## src/rtl/cl_pkg.sv

```systemverilog
// cl_pkg: opcodes, scheduler state encoding and default width shared by the cl_sched slice.
// Latency: n/a (declarations only).
// Backpressure: n/a.
package cl_pkg;

  // Logic-cell opcodes
  localparam logic [1:0] OP_AND = 2'b00;
  localparam logic [1:0] OP_OR  = 2'b01;
  localparam logic [1:0] OP_XOR = 2'b10;
  localparam logic [1:0] OP_NOT = 2'b11;

  // Scheduler FSM encoding
  typedef enum logic [1:0] {
    ST_IDLE = 2'b00,
    ST_RUN  = 2'b01,
    ST_DONE = 2'b10
  } state_t;

  // Default operand/result width
  localparam int CL_WIDTH_DEFAULT = 8;

endpackage

```

## src/rtl/cl_sched_if.sv

```systemverilog
// cl_sched_if: request/operand bundle for two requesters plus the grant/result return path.
// Latency: n/a (wiring only).
// Backpressure: req is held by the requester until its gnt pulse.
interface cl_sched_if import cl_pkg::*; #(
  parameter int WIDTH = CL_WIDTH_DEFAULT
);

  logic             req0;
  logic             req1;
  logic [1:0]       op0;
  logic [1:0]       op1;
  logic [WIDTH-1:0] a0;
  logic [WIDTH-1:0] b0;
  logic [WIDTH-1:0] a1;
  logic [WIDTH-1:0] b1;
  logic [1:0]       gnt;
  logic             busy;
  logic [WIDTH-1:0] res;
  logic             res_valid;
  logic             res_id;

  // Requester side
  modport master (
    output req0, req1, op0, op1, a0, b0, a1, b1,
    input  gnt, busy, res, res_valid, res_id
  );

  // Scheduler side
  modport slave (
    input  req0, req1, op0, op1, a0, b0, a1, b1,
    output gnt, busy, res, res_valid, res_id
  );

endinterface

```

## src/rtl/cl.sv

```systemverilog
// cl: single-bit logic cell, S selects AND / OR / XOR / NOT a.
// Latency: combinational.
// Backpressure: none.
module cl import cl_pkg::*; (
  output logic       out,
  input  logic       a,
  input  logic       b,
  input  logic [1:0] S
);

  // Pick the boolean function for the presented bit pair; NOT ignores b
  always_comb begin
    out = 1'b0;
    case (S)
      OP_AND:  out = a & b;
      OP_OR:   out = a | b;
      OP_XOR:  out = a ^ b;
      default: out = ~a;
    endcase
  end

endmodule

```

## src/rtl/cl_sched.sv

```systemverilog
// cl_sched: round-robin scheduler for two requesters sharing one bit-serial logic cell.
// Latency: grant edge + WIDTH edges to res_valid; back-to-back grants every WIDTH+2 cycles.
// Backpressure: a requester holds req/op/a/b until gnt; requests during RUN/DONE wait for IDLE.
module cl_sched import cl_pkg::*; #(
  parameter int WIDTH = CL_WIDTH_DEFAULT
) (
  input logic       clk,
  input logic       reset_n,
  cl_sched_if.slave bus
);

  localparam int             CW       = $clog2(WIDTH);
  localparam logic [CW-1:0]  CNT_LAST = CW'(WIDTH - 1);

  state_t           state_q, state_d;
  logic [CW-1:0]    cnt_q, cnt_d;
  logic [1:0]       op_q, op_d;
  logic [WIDTH-1:0] a_q, a_d;
  logic [WIDTH-1:0] b_q, b_d;
  logic             id_q, id_d;
  logic             last_q, last_d;
  logic [WIDTH-1:0] acc_q, acc_d;
  logic [WIDTH-1:0] res_q, res_d;
  logic             res_id_q, res_id_d;
  logic             res_valid_q, res_valid_d;
  logic [1:0]       gnt_q, gnt_d;
  logic             busy_q, busy_d;

  logic any_req;
  logic winner;
  logic cell_out;

  // The one shared cell works on the bit selected by the counter, LSB first
  cl u_cl (
    .out (cell_out),
    .a   (a_q[cnt_q]),
    .b   (b_q[cnt_q]),
    .S   (op_q)
  );

  // Round-robin pick: a lone request wins, a tie goes to whoever was not served last
  always_comb begin
    any_req = bus.req0 | bus.req1;
    if (bus.req0 && bus.req1) begin
      winner = ~last_q;
    end else begin
      winner = bus.req1;
    end
  end

  // Next-state and registered-output computation for IDLE -> RUN -> DONE
  always_comb begin
    state_d     = state_q;
    cnt_d       = cnt_q;
    op_d        = op_q;
    a_d         = a_q;
    b_d         = b_q;
    id_d        = id_q;
    last_d      = last_q;
    acc_d       = acc_q;
    res_d       = res_q;
    res_id_d    = res_id_q;
    res_valid_d = 1'b0;
    gnt_d       = 2'b00;
    unique case (state_q)
      ST_IDLE: begin
        if (any_req) begin
          id_d    = winner;
          last_d  = winner;
          op_d    = winner ? bus.op1 : bus.op0;
          a_d     = winner ? bus.a1  : bus.a0;
          b_d     = winner ? bus.b1  : bus.b0;
          cnt_d   = '0;
          gnt_d   = winner ? 2'b10 : 2'b01;
          state_d = ST_RUN;
        end
      end
      ST_RUN: begin
        acc_d[cnt_q] = cell_out;
        if (cnt_q == CNT_LAST) begin
          // Final bit: publish the whole word together with its owner
          res_d       = acc_d;
          res_id_d    = id_q;
          res_valid_d = 1'b1;
          state_d     = ST_DONE;
        end else begin
          cnt_d = cnt_q + CW'(1);
        end
      end
      ST_DONE: begin
        state_d = ST_IDLE;
      end
      default: begin
        state_d = ST_IDLE;
      end
    endcase
    busy_d = (state_d != ST_IDLE);
  end

  // State and outputs; reset abandons any in-flight operation and favours requester 0
  always_ff @(posedge clk or negedge reset_n) begin
    if (!reset_n) begin
      state_q     <= ST_IDLE;
      cnt_q       <= '0;
      op_q        <= 2'b00;
      a_q         <= '0;
      b_q         <= '0;
      id_q        <= 1'b0;
      last_q      <= 1'b1;
      acc_q       <= '0;
      res_q       <= '0;
      res_id_q    <= 1'b0;
      res_valid_q <= 1'b0;
      gnt_q       <= 2'b00;
      busy_q      <= 1'b0;
    end else begin
      state_q     <= state_d;
      cnt_q       <= cnt_d;
      op_q        <= op_d;
      a_q         <= a_d;
      b_q         <= b_d;
      id_q        <= id_d;
      last_q      <= last_d;
      acc_q       <= acc_d;
      res_q       <= res_d;
      res_id_q    <= res_id_d;
      res_valid_q <= res_valid_d;
      gnt_q       <= gnt_d;
      busy_q      <= busy_d;
    end
  end

  assign bus.gnt       = gnt_q;
  assign bus.busy      = busy_q;
  assign bus.res       = res_q;
  assign bus.res_valid = res_valid_q;
  assign bus.res_id    = res_id_q;

endmodule

```

## src/flat_wrapper.sv

```systemverilog
// flat-port wrapper written by rule: the top's interface ports become plain ports
module cl_sched_flat import cl_pkg::*;
#(
  parameter int WIDTH = CL_WIDTH_DEFAULT
)
  (clk, reset_n, bus_req0, bus_req1, bus_op0, bus_op1, bus_a0, bus_b0, bus_a1, bus_b1, bus_gnt, bus_busy, bus_res, bus_res_valid, bus_res_id);
  cl_sched_if #(.WIDTH(WIDTH)) bus_i ();
  input logic clk;
  input logic reset_n;
  input wire logic [$bits(bus_i.req0)-1:0] bus_req0;
  input wire logic [$bits(bus_i.req1)-1:0] bus_req1;
  input wire logic [$bits(bus_i.op0)-1:0] bus_op0;
  input wire logic [$bits(bus_i.op1)-1:0] bus_op1;
  input wire logic [$bits(bus_i.a0)-1:0] bus_a0;
  input wire logic [$bits(bus_i.b0)-1:0] bus_b0;
  input wire logic [$bits(bus_i.a1)-1:0] bus_a1;
  input wire logic [$bits(bus_i.b1)-1:0] bus_b1;
  output wire logic [$bits(bus_i.gnt)-1:0] bus_gnt;
  output wire logic [$bits(bus_i.busy)-1:0] bus_busy;
  output wire logic [$bits(bus_i.res)-1:0] bus_res;
  output wire logic [$bits(bus_i.res_valid)-1:0] bus_res_valid;
  output wire logic [$bits(bus_i.res_id)-1:0] bus_res_id;
  assign bus_i.req0 = bus_req0;
  assign bus_i.req1 = bus_req1;
  assign bus_i.op0 = bus_op0;
  assign bus_i.op1 = bus_op1;
  assign bus_i.a0 = bus_a0;
  assign bus_i.b0 = bus_b0;
  assign bus_i.a1 = bus_a1;
  assign bus_i.b1 = bus_b1;
  assign bus_gnt = bus_i.gnt;
  assign bus_busy = bus_i.busy;
  assign bus_res = bus_i.res;
  assign bus_res_valid = bus_i.res_valid;
  assign bus_res_id = bus_i.res_id;
  cl_sched #(.WIDTH(WIDTH)) u_core (.clk(clk), .reset_n(reset_n), .bus(bus_i));
endmodule
```

## config.mk

```make
export PLATFORM = sky130hd
export DESIGN_NAME = cl_sched_flat
export DESIGN_NICKNAME = d
export VERILOG_FILES = /design/src/rtl/cl_pkg.sv /design/src/rtl/cl_sched_if.sv /design/src/rtl/cl.sv /design/src/rtl/cl_sched.sv /design/src/flat_wrapper.sv
export SDC_FILE = /design/constraint.sdc
export NUM_CORES = 1
export LEC_CHECK = 0
export CAP_MARGIN = 20
export CORE_MARGIN = 5
export CORE_UTILIZATION = 45
export CTS_BUF_LIST = sky130_fd_sc_hd__clkbuf_16
export DETAILED_ROUTE_END_ITERATION = 7
export PLACE_DENSITY = 0.76
export SLEW_MARGIN = 20
export SYNTH_ARGS = -nofsm -noshare
export SYNTH_HDL_FRONTEND = slang
export SYNTH_HIERARCHICAL = 1
export SYNTH_SLANG_ARGS = --single-unit
```

## constraint.sdc

```tcl
create_clock -name clk -period 2.8 [get_ports clk]
set_input_delay 0.28 -clock clk [delete_from_list [all_inputs] [get_ports clk]]
set_output_delay 0.28 -clock clk [all_outputs]
set_load 0.02 [all_outputs]
```

# [After elaboration in Yosys (flattened, before gate mapping)]
# Cells that the tools add are included.
[totals] regBits=46 input_bits=40
[classes] n_addsub=1 magnitude_cmp=2 n_eq_ne=6 mux=23 bitwise_logic=6 reduce_logical=9
[op_table] cell="8-bit two-way mux" n=2
[op_table] cell="2-bit two-way mux" n=6
[op_table] cell="8-bit bitwise mux" n=1
[op_table] cell="1-bit binary-select mux with 3-bit select" n=2
[op_table] cell="1-bit two-way mux" n=6
[op_table] cell="3-bit two-way mux" n=2
[op_table] cell="3-bit one-hot mux with 2 select lines" n=1
[op_table] cell="2-bit by 1-bit equality test with 1-bit output (second input constant)" n=2
[op_table] cell="2-bit logical NOT" n=2
[op_table] cell="3-bit by 4-bit < comparator with 1-bit output (second input constant)" n=1
[op_table] cell="2-bit one-hot mux with 2 select lines" n=1
[op_table] cell="2-bit AND reduction" n=2
[op_table] cell="2-bit nonzero test" n=2
[op_table] cell="3-bit by 1-bit adder with 3-bit output (second input constant)" n=1
[op_table] cell="1-bit demux with 3-bit select" n=1
[op_table] cell="3-bit equality test (second input constant)" n=1
[op_table] cell="3-bit by 1-bit greater-or-equal comparator with 1-bit output (second input constant)" n=1
[op_table] cell="1-bit one-hot mux with 3 select lines" n=1
[op_table] cell="3-bit AND reduction" n=1
[op_table] cell="2-bit equality test (second input constant)" n=1
[op_table] cell="1-bit logical AND" n=2
[op_table] cell="2-bit by 1-bit inequality test with 1-bit output (second input constant)" n=1
[op_table] cell="2-bit inequality test (second input constant)" n=1
[op_table] cell="1-bit inverter" n=2
[op_table] cell="other kinds (3)" n=4

# [Longest topological paths before layout]
# Gate-level depths: netlist of run 1.
[logic_depth] word_depth=5 mapped_depth=12 depth_no_buf=9

# [By module]
# Netlist of run 1, hierarchy kept.
[modules_own_cells] mod="cl_sched" n_inst=1 cells_each=200 area_each_um2=2223.4 seq_area_each_um2=1152.4
[modules_own_cells] mod="cl" n_inst=1 cells_each=6 area_each_um2=58.8 seq_area_each_um2=0.0

# [Worst setup path before layout of run 1]
# Ideal clock, no wire load.
[synth_timing] path_type="flip-flop to flip-flop" from="register u_core.cnt_q[1]" to="register u_core.res_q[3], in the netlist u_core/bus.res[3]" setup_ns=0.121 arrival_ns=2.489 t_required_ns=2.679 setup_slack_ns=0.189 stages_incl_launch_ff=11 synth_period_minus_slack_ns=2.611 path_cell_list="dfrtp_1 -> buf_2 -> mux4_2 -> mux2_2 -> inv_1 -> ha_1 -> mux4_2 -> clkbuf_1 -> nand2_1 -> o21ai_0 -> o22a_1"
[synth_between] elab_chain_len=5
[synth_lines] element="from (decl)" line="cl_sched.sv:16" source="logic [CW-1:0] cnt_q, cnt_d;"
[synth_lines] element="from (signal assigned)" line="cl_sched.sv:118" source="cnt_q <= cnt_d;"
[synth_lines] element="1-bit binary-select mux with 3-bit select, on equally long branches" line="cl_sched.sv:36, cl_sched.sv:37"
[synth_lines] element="1-bit two-way mux, on equally long branches" line="cl_sched.sv:36, cl_sched.sv:37"
[synth_lines] element="1-bit XOR (tied with other cells)" line="cl.sv:17" source="OP_XOR: out = a ^ b;"
[synth_lines] element="1-bit one-hot mux with 3 select lines (*)" line="cl.sv:14" source="case (S)"
[synth_lines] element="named net u_core.cell_out" line="cl_sched.sv:31" source="logic cell_out;"
[synth_lines] element="8-bit bitwise mux (*)" line="cl_sched.sv:79" source="acc_d[cnt_q] = cell_out;"
[synth_lines] element="to (signal assigned)" line="cl_sched.sv:125" source="res_q <= res_d;"
[synth_lines] element="to (decl)" line="cl_sched.sv:23" source="logic [WIDTH-1:0] res_q, res_d;"
# Mark *: on every way through the listed nets, which the timed path passes. The rest lies on a longest branch. The select of a mux whose other input is x is not followed.
# A chain may end at the register's enable or synchronous reset.

# [Worst setup path after layout of run 1]
[layout_timing] from="register u_core.cnt_q[1]" to="register u_core.acc_q[6]"
[layout_between] elab_chain_len=5
[layout_lines] element="1-bit binary-select mux with 3-bit select, on equally long branches" line="cl_sched.sv:36, cl_sched.sv:37"
[layout_lines] element="1-bit two-way mux, on equally long branches" line="cl_sched.sv:36, cl_sched.sv:37"
[layout_lines] element="1-bit XOR (tied with other cells)" line="cl.sv:17"
[layout_lines] element="1-bit one-hot mux with 3 select lines (*)" line="cl.sv:14"
[layout_lines] element="named net u_core.cell_out" line="cl_sched.sv:31"
[layout_lines] element="8-bit bitwise mux (*)" line="cl_sched.sv:79"
[layout_lines] element="to (signal assigned)" line="cl_sched.sv:110" source="acc_q <= '0;"
[layout_lines] element="to (signal assigned)" line="cl_sched.sv:124" source="acc_q <= acc_d;"
[layout_lines] element="to (decl)" line="cl_sched.sv:22" source="logic [WIDTH-1:0] acc_q, acc_d;"
# Marks and branches as above.

==> impl_results.md, run 1 <==
- Final Setup Violations: 0
- Clk_lat worst skew: 0.28 ns
- Initial DRC count: 83
- Leading area contributor after synthesis: dfrtp_1
- Synthesized instance count: 206
- DRT antenna net count: 0
- Die Ht: 81.2 µm
- Clock Skew: 0.00252 ns
- Worst EP arrival: 2.86 ns
- CTS tree: yes
- Setup CP Type: flip-flop to flip-flop
- Yosys top cell area share: 49.3%
- Pins Over Slew Limit: 0
- Largest net degree at the start of global routing: 47
- CTS HTree Levels: 2
- Total GRT Usage: 16.1%
- Power Density: 1200 nW/µm²
- Port Buf Inserts: 52
- Synth Warn #: 6
- Net Sw Power: 0.00130 W
- Number of fillers in the final layout: 429
- Cell Area, Placed: 2830 µm²
- Synth top cells by count: dfrtp_1, nand2_1, a31oi_1, buf_2, nor2_1
- Hold buffer count at CTS: 0
- Die width: 81.2 µm
- Post-synth EDFFs: 0
- Sequential area share after synthesis: 50.5%
- Top-count cell post-synth: dfrtp_1
- Worst-Margin Slew: 0.563 ns
- Final WL: 4820 µm
- Share of layout cells above drive strength 1: 14.4%
- DRC Markers: 0
- Setup_tns: 0 ns
- Dpl ws: 0.134 ns
- Total CTS buffers: 5
- Vias per cell: 5.27
- Die area: 6600 µm²
- Syn Std Cell Area: 2280 µm²
- Seq pwr share: 33.1%
- Total vias in the final route: 1722
- Top FF cell, synth: dfrtp_1
- CP required: 2.96 ns
- Hold Crit Class: input port to asynchronous set/reset pin
- Avg Cell Area, Syn: 11.1 µm²
- Fin. Hold Viols: 37
- Clock share of power: 17.9%
- CTS Root Cell: clkbuf_16
- Detailed Routing Iterations Pass 1: 4
- Failing checks: negative hold slack
- Post_cts resized: 0
- Core Region: 5010 µm²
- Post-DP HPWL: 3500 µm
- Routed WL per cell: 14.7 µm
- Initial antenna violation count: 0
- Hold Slack: -0.0101 ns
- Switching Share: 35.8%
- Leak: 1.31 nW
- Synthesized net count: 250
- Fmax: 370 MHz
- Design area: 3010 µm²
- IO Pins: 53
- First-pass GRT wire length: 8020 µm
- Max-cap violations: 0
- Internal: 0.00232 W
- Total setup buffers inserted after CTS: 0
- CP Launch Type: flip-flop
- Overflow after GRT: 0
- Status: finished with violations
- Crit. End Element: flip-flop
- N_diodes: 0
- Global placer's final weighted congestion: 0.744
- Clock slew at reported path FFs: 0.06 ns
- Normalized max-slew margin: 62.5%
- Worst Path Max Fanout: 16
- Synth unique cells: 39
- NumNets Final: 300
- RSZ-0062 raised after global routing: no
- Fin crit period: 2.70 ns
- Worst VDD drop: 0.579 mV
- Clock Tree Buf Depth: 2
- Fin crit share: 96.5%
- Async S/R FF share, synth: 100%
- Syn-to-layout area delta: 31.7%
- Area contributors post-synth: dfrtp_1, mux2_2, mux4_2, a221o_1, nand2_1
- Post-synthesis register bit count: 46
- Vias in the first global route: 1678
- Initial Util: 45.6%
- Combinational fraction of design power: 49.0%
- Row count: 26
- Final worst setup slack: 0.0984 ns
- Clock Sinks: 46
==> cells in the final DEF, fill, tap and decap left out, drive strengths merged, types with 7 or more instances in the layout <==
| cell | n |
|---|---|
| buf | 8 |
| a31oi | 13 |
| a21oi | 11 |
| dfrtp | 45 |
| nand2 | 25 |
| nor2 | 12 |
| inv | 7 |
| mux2 | 12 |
| and3 | 11 |
| clkdlybuf4s50 | 51 |
| a221o | 10 |
==> registers in the layout (all words and copies together) (netlist names) <==
register              flops
u_core/a_q                8
u_core/acc_q              8
u_core/b_q                8
u_core/bus.busy           1
u_core/bus.gnt            2
u_core/bus.res            8
u_core/bus.res_id         1
u_core/bus.res_valid      1
u_core/cnt_q              3
u_core/id_q               1
u_core/last_q             1
u_core/op_q               2
u_core/state_q            2
==> power groups by stage <==
| stage | logic, W | clock network, W | registers, W |
|---|---|---|---|
| global route | 0.00192 | 0.000696 | 0.00124 |
| floorplan | 0.00114 | 0 | 0.00124 |
| detailed placement | 0.00167 | 0 | 0.00121 |
| finish | 0.00177 | 0.000649 | 0.00120 |
| global placement | 0.00162 | 0 | 0.00119 |
| CTS | 0.00168 | 0.000662 | 0.00120 |
==> worst max-delay path, cell delays in order (launching register included) <==
cell	delay, ns
dfrtp_1	0.41
buf_4	0.24
mux4_2	0.33
mux2_2	0.29
inv_1	0.07
ha_1	0.23
mux4_2	0.55
buf_4	0.18
mux2_1	0.28
==> kinds of logic after synthesis <==
| logic type | count (synthesis) | synth area share (%) |
|---|---|---|
| mux | 17 | 10.9 |
| buf+inv | 21 | 5.10 |
| fa+ha+maj | 4 | 2.19 |
| simple gates | 67 | 15.3 |
| flops | 46 | 50.5 |
| compound gates | 51 | 16.1 |
==> metal layers <==
layer | wire length [µm] | share of wire, % | global-route usage (%)
met5 | 0 | 0 | 0
met4 | 60 | 1.2 | 5.41
met1 | 2170 | 45 | 21.0
met3 | 265 | 5.5 | 4.10
met2 | 2330 | 48 | 25.9
==> cell type report <==
| type | count | area (µm²) | share of cell area (%) |
|---|---|---|---|
| Sequential cell | 46 | 1150 | 38.3 |
| Multi-Input combinational cell | 139 | 1010 | 33.7 |
| Timing Repair Buffer | 59 | 571 | 19.0 |
| Clock buffer | 5 | 125 | 4.16 |
| Tap cell | 70 | 87.6 | 2.91 |
| Clock inverter | 3 | 37.5 | 1.25 |
| Inverter | 5 | 18.8 | 0.624 |
==> metrics by stage <==
step                cells  hold slack, ns  total power (W)  utilization [%]
finish                327         -0.0101          0.00362             60.0
global route          327          0.0430          0.00386             60.0
CTS                   325           0.195          0.00355             59.6
detailed placement    317           0.474          0.00288             56.4
global placement      317           0.460          0.00281             56.4
floorplan             206         -0.0156          0.00238                -
==> final timing paths <==
path                                  from           endpoint  slack, ns  cells after the start
min in group clk               u_core/id_q        u_core/id_q       0.48                      1
max in group asynchronous          reset_n      u_core/last_q       2.44                      1
max                        u_core/cnt_q[1]    u_core/acc_q[6]        0.1                      8
min reg2reg                    u_core/id_q        u_core/id_q       0.48                      1
min                                reset_n  u_core/bus.res[2]      -0.01                      1
max reg2reg                u_core/cnt_q[1]    u_core/acc_q[6]        0.1                      8
No activity file was read; power rests on OpenSTA's default activity.
==> inputs of run 2 (changes only) <==
--- a/config.mk
+++ b/config.mk
@@ -10,6 +10,7 @@
 export CORE_UTILIZATION = 45
 export CTS_BUF_LIST = sky130_fd_sc_hd__clkbuf_16
 export DETAILED_ROUTE_END_ITERATION = 7
+export GPL_TIMING_DRIVEN = 0
 export PLACE_DENSITY = 0.76
 export SLEW_MARGIN = 20
 export SYNTH_ARGS = -nofsm -noshare
==> run 2 against run 1 <==
  * The run now ends clean
  * Sequential share of layout area is 1.7 points lower
  * Combinational power is 6% higher
  * Die area stayed put
  * Critical path type unchanged
  * Critical endpoint is now u_core/acc_q[4]
==> impl_results.md, run 2 (synthesis gave the netlist of run 1 again) <==
- Total vias in the final route: 1819 (+5.6%)
- NumNets Final: 311 (+3.7%)
- Leak: 1.38 nW (+5.5%)
- Row count: 26 (unchanged)
- Fin. Hold Viols: 0 (-100%)
- Total CTS buffers: 5 (unchanged)
- Internal: 0.00250 W (+7.6%)
- Normalized max-slew margin: 61.9% (-0.54 points)
- Power Density: 1210 nW/µm² (+0.74%)
- Core Region: 5010 µm² (unchanged)
- Die Ht: 81.2 µm (unchanged)
- Combinational fraction of design power: 49.3% (+0.3 points)
- Largest net degree at the start of global routing: 25 (-47%)
- Port Buf Inserts: 52 (unchanged)
- Crit. End Element: flip-flop
- Fin crit share: 96.7% (+0.26 points)
- Initial antenna violation count: 0 (unchanged)
- Routed WL per cell: 14.8 µm (+0.44%)
- Initial Util: 45.6% (unchanged)
- Clock Tree Buf Depth: 2 (unchanged)
- Clock share of power: 19.5% (+1.6 points)
- First-pass GRT wire length: 8530 µm (+6.4%)
- Fin util: 62.8% (+2.8 points)
- Total GRT Usage: 17.0% (+0.99 points)
- Final WL: 5010 µm (+3.8%)
- Overflow after GRT: 0 (unchanged)
- M1 GR Usage: 21.3% (+0.25 points)
- Clock Sinks: 46 (unchanged)
- N_diodes: 0 (unchanged)
- Most Used Layer, Global Route: met2
- Die area: 6600 µm² (unchanged)
- Worst Path Max Fanout: 8 (-8)
- Met3 GRT Util: 4.32% (+0.22 points)
- CTS tree: yes
- CTS HTree Levels: 2 (unchanged)
- Status: completed
- Worst VDD drop: 0.484 mV (-16%)
- Share of layout cells above drive strength 1: 19.0% (+4.6 points)
- DRT antenna net count: 0 (unchanged)
- CTS Root Cell: clkbuf_16
- Met2 layer usage reported by global route: 28.7% (+2.8 points)
- Global placer's final weighted congestion: 0.787 (+5.8%)
- Syn-to-layout area delta: 37.9%
- Die width: 81.2 µm (unchanged)
- Worst-Margin Slew: 0.571 ns (+0.00806 ns)
- Flop2flop setup slack: 0.09 ns (about the same)
- Dpl ws: -0.154 ns (-0.288 ns)
- Most frequent cells in the layout: clkdlybuf4s50_1, dfrtp_1, nand2_1
- CP required: 2.97 ns (about the same)
- Final Power: 0.00382 W (+5.5%)
- Post-DP HPWL: 3690 µm (+5.6%)
- Most common cell after layout, fill and taps aside: clkdlybuf4s50_1
- Hold Crit Class: flip-flop to flip-flop
- Final Setup Violations: 0 (unchanged)
- RSZ-0062 raised after global routing: no
- Final worst setup slack: 0.0911 ns (-0.00726 ns)
- Setup CP Type: flip-flop to flip-flop
- CP Launch Type: flip-flop
- Clock slew at reported path FFs: 0.06 ns (about the same)
- Detailed Routing Iterations Pass 1: 4 (unchanged)
- Seq pwr share: 31.1% (-2.0 points)
- Worst EP arrival: 2.88 ns (+0.02 ns)
- Vias per cell: 5.38 (+2.2%)
- Clk_lat worst skew: 0.28 ns (about the same)
- Switching Share: 34.5% (-1.3 points)
- Initial DRC count: 132 (+59%)
- Vias in the first global route: 1887 (+12%)
- IO Pins: 53 (unchanged)
- Clock Skew: 0.00667 ns (+0.00416 ns)
- DRC Markers: 0 (unchanged)
- Max-cap violations: 0 (unchanged)
- Fin crit period: 2.71 ns (+0.00726 ns)
- Fmax: 369 MHz (-0.27%)
- Net Sw Power: 0.00132 W (+1.7%)
- Pins Over Slew Limit: 0 (unchanged)
-- run 2: through the flow --
stage	instance area, µm²	std cells	TNS (ns)	hold WS [ns]
floorplan	2280	206	0	-0.0156
global placement	2890	328	-0.422	0.463
detailed placement	2910	329	-0.582	0.303
global route	3150	338	0	0.513
finish	3150	338	0	0.482
CTS	3130	338	0	0.489
-- run 2: routing by layer --
layer / up-vias / wire, µm
met1: 886 / 2190
met5: - / 0
met3: 4 / 285
met2: 55 / 2490
met4: 0 / 40
li1: 874 / -
-- run 2: critical path: stages, from the launching register on --
cell     delay [ns]
dfrtp_1        0.35
buf_4          0.19
mux4_2         0.51
mux2_2         0.30
inv_1          0.06
ha_1           0.22
mux4_2         0.55
buf_12         0.17
mux2_2         0.25
-- run 2: worst paths after layout --
kind / endpoint / cells past startpoint / from
setup / recovery: u_core/acc_q[4] / 8 / u_core/cnt_q[0]
hold / removal: u_core/bus.res_id / 1 / u_core/bus.res_id
setup reg to reg: u_core/acc_q[4] / 8 / u_core/cnt_q[0]
hold reg to reg: u_core/bus.res_id / 1 / u_core/bus.res_id
max in group asynchronous: u_core/cnt_q[2] / 3 / reset_n
min in group asynchronous: u_core/bus.gnt[1] / 2 / reset_n
-- run 2: power by group through the flow --
stage	clock (W)	sequential [W]	combinational, W
6_report	0.000746	0.00119	0.00188
4_1_cts	0.000760	0.00118	0.00186
2_1_floorplan	0	0.00124	0.00114
3_5_place_dp	0	0.00119	0.00175
3_3_place_gp	0	0.00117	0.00169
5_1_grt	0.000787	0.00123	0.00209
-- run 2: layout make-up --
class	instances	area, µm²
fillers	444	1860
flip-flops and latches	46	1150
multi-input cells	139	1020
repair buffers	55	573
clock buffers	5	125
plain buffers	15	108
well taps	70	87.6
clock inverters	3	63.8
inverters	5	18.8
-- run 2: repair_timing --
action,in CTS,in global routing
resized for setup,2,8
hold buffers,1,0
setup buffers,1,0
endpoints found under the setup margin,11,13
hold endpoints to repair,1,0
==> inputs of run 3 (changes only) <==
--- a/config.mk
+++ b/config.mk
@@ -12,7 +12,7 @@
 export DETAILED_ROUTE_END_ITERATION = 7
 export GPL_TIMING_DRIVEN = 0
 export PLACE_DENSITY = 0.76
-export SLEW_MARGIN = 20
+export SETUP_SLACK_MARGIN = 0.05
 export SYNTH_ARGS = -nofsm -noshare
 export SYNTH_HDL_FRONTEND = slang
 export SYNTH_HIERARCHICAL = 1
==> run 3 against run 2 <==
  * Fmax increased by 2.5%
  * Combinational power increased by 3%
  * Core utilization increased by 0.67 points
  * Critical path depth increased by 2
  * Worst setup slack improved by 0.065 ns
  * Register-to-register slack improved by 0.07 ns
  * Routed wire length increased by 1.9%
  * Clock-buffer cell count unchanged
  * Global-route usage decreased by 0.071 points
  * Sequential share of layout area decreased by 0.39 points
  * Clock skew about the same
  * Largest cell class unchanged
  * Highest routed layer unchanged
==> impl_results.md, run 3 (synthesis gave the netlist of run 1 again) <==
- Leak: 1.40 nW (+1.4%)
- Normalized max-slew margin: 61.9% (about the same)
- CTS tree: yes
- Port Buf Inserts: 52 (unchanged)
- CP required: 2.97 ns (about the same)
- Final Setup Violations: 0 (unchanged)
- Global placer's final weighted congestion: 0.787 (unchanged)
- Fin crit period: 2.64 ns (-0.0652 ns)
- Clk_lat worst skew: 0.28 ns (about the same)
- Total GRT Usage: 17.0% (-0.071 points)
- R2R depth: 10 (+2)
- DRC Markers: 0 (unchanged)
- Syn-to-layout area delta: 39.4%
- Max-cap violations: 0 (unchanged)
- Worst EP arrival: 2.82 ns (-0.06 ns)
- Final WL: 5100 µm (+1.9%)
- Worst Path Max Fanout: 8 (unchanged)
- Initial antenna violation count: 0 (unchanged)
- Hold Path Sink: u_core/bus.res_id
- Worst-Margin Slew: 0.571 ns (+0.000500 ns)
- Largest net degree at the start of global routing: 25 (unchanged)
- Critical Path Source: u_core/cnt_q[1]
- Clock Skew: 0.00716 ns (+0.000487 ns)
- CTS Root Cell: clkbuf_16
- Fin util: 63.5% (+0.67 points)
- Fin crit share: 94.4% (-2.3 points)
- Pins Over Slew Limit: 0 (unchanged)
- Most frequent cells in the layout: clkdlybuf4s50_1, dfrtp_1, nand2_1
- Total CTS buffers: 5 (unchanged)
- Number of fillers in the final layout: 438 (-1.4%)
- Cell Area, Placed: 2910 µm² (unchanged)
- Hold Crit Class: flip-flop to flip-flop
- Fmax: 378 MHz (+2.5%)
- Vias per cell: 5.32 (-1.2%)
- Die width: 81.2 µm (unchanged)
- Hold path start: u_core/bus.res_id
- CP Launch Type: flip-flop
- IO Pins: 53 (unchanged)
- RR Endpoint: u_core/bus.res[3]
- Share of layout cells above drive strength 1: 20.7% (+1.6 points)
- CTS HTree Levels: 2 (unchanged)
- Worst VDD drop: 0.500 mV (+3.4%)
- Core Region: 5010 µm² (unchanged)
- NumNets Final: 314 (+0.96%)
- Initial Util: 45.6% (unchanged)
- First-pass GRT wire length: 8490 µm (-0.41%)
- Die Ht: 81.2 µm (unchanged)
- RSZ-0062 raised after global routing: no
- Post-DP HPWL: 3690 µm (unchanged)
- Design area: 3180 µm² (+1.1%)
- Routed WL per cell: 15.0 µm (+1.0%)
- Overflow after GRT: 0 (unchanged)
- N_diodes: 0 (unchanged)
- Setup CP Type: flip-flop to flip-flop
- Status: completed
- Detailed Routing Iterations Pass 1: 4 (unchanged)
- Row count: 26 (unchanged)
- Crit. End Element: flip-flop
- Vias in the first global route: 1890 (+0.16%)
- Hold Crit Depth: 1 (unchanged)
- Clock Sinks: 46 (unchanged)
- Most common cell after layout, fill and taps aside: clkdlybuf4s50_1
- Power Density: 1220 nW/µm² (+0.61%)
- Fin. Hold Viols: 0 (unchanged)
- Flop2flop setup slack: 0.16 ns (+0.07 ns)
- Clock Tree Buf Depth: 2 (unchanged)
- Clock slew at reported path FFs: 0.06 ns (about the same)
- Reg2reg start: u_core/cnt_q[1]
- Die area: 6600 µm² (unchanged)
- DRT antenna net count: 0 (unchanged)
- Total vias in the final route: 1814 (-0.27%)
- Initial DRC count: 115 (-13%)
[run 3: cell types whose count changed in the layout (fill, tap and decap cells not counted), sizes merged]
cell,change
buf,+3
[run 3: metal layers]
metal	up-vias	GRT usage, %	share of wire (%)
li1	880	-	-
met1	879	21.2	43
met2	53	28.5	50
met3	2	4.43	6.3
met4	0	5.91	0.49
met5	-	0	0
[run 3: area by class of cell]
type / instances / area (µm²) / share of cell area [%]
sequential: 46 / 1150 / 36.3
multi-input combinational: 139 / 1040 / 32.6
timing repair buffer: 57 / 573 / 18.0
clock buffer: 5 / 125 / 3.93
buffer: 16 / 123 / 3.85
tap: 70 / 87.6 / 2.75
clock inverter: 3 / 63.8 / 2.01
inverter: 5 / 18.8 / 0.590
[run 3: repair_timing]
item / 4_1_cts / 5_1_grt
hold buffers: 1 / 0
hold endpoints to repair: 1 / 0
setup endpoints to repair: 11 / 6
gates resized for setup: 9 / 9
gates cloned: 0 / 1
pin swaps: 0 / 2
buffers inserted: 0 / 2
[run 3: worst max-delay path by stage]
stage / endpoint / slack, ns
global route: u_core/bus.res[3] / 0.05
CTS: u_core/bus.res[5] / 0.05
global placement: u_core/bus.res[7] / -0.14
detailed placement: u_core/bus.res[5] / -0.15
finish: u_core/bus.res[3] / 0.16
floorplan: u_core/bus.res[3] / 0.19
[run 3: per-stage QoR]
stage | hold slack [ns] | cells | power (W) | TNS [ns] | worst slack [ns]
finish | 0.482 | 341 | 0.00388 | 0 | 0.156
detailed placement | 0.303 | 329 | 0.00293 | -0.582 | -0.154
global placement | 0.463 | 328 | 0.00286 | -0.422 | -0.137
floorplan | -0.0156 | 206 | 0.00238 | 0 | 0.189
CTS | 0.489 | 338 | 0.00375 | 0 | 0.0516
global route | 0.513 | 341 | 0.00417 | 0 | 0.0499
[run 3: worst max-delay path, stage by stage (launching register included)]
cell and delay, ns:
dfrtp_1 0.36, buf_6 0.14, mux4_2 0.50, mux2_4 0.29, inv_2 0.06, ha_1 0.23, mux4_2 0.50, buf_6 0.16
nand2_4 0.07, o21ai_1 0.06, o22a_1 0.17
[run 3: power breakdown]
part / internal (W) / switching, W
clock network: 0.000508 / 0.000239
registers: 0.000994 / 0.000199
logic: 0.00101 / 0.000928
total: 0.00252 / 0.00137
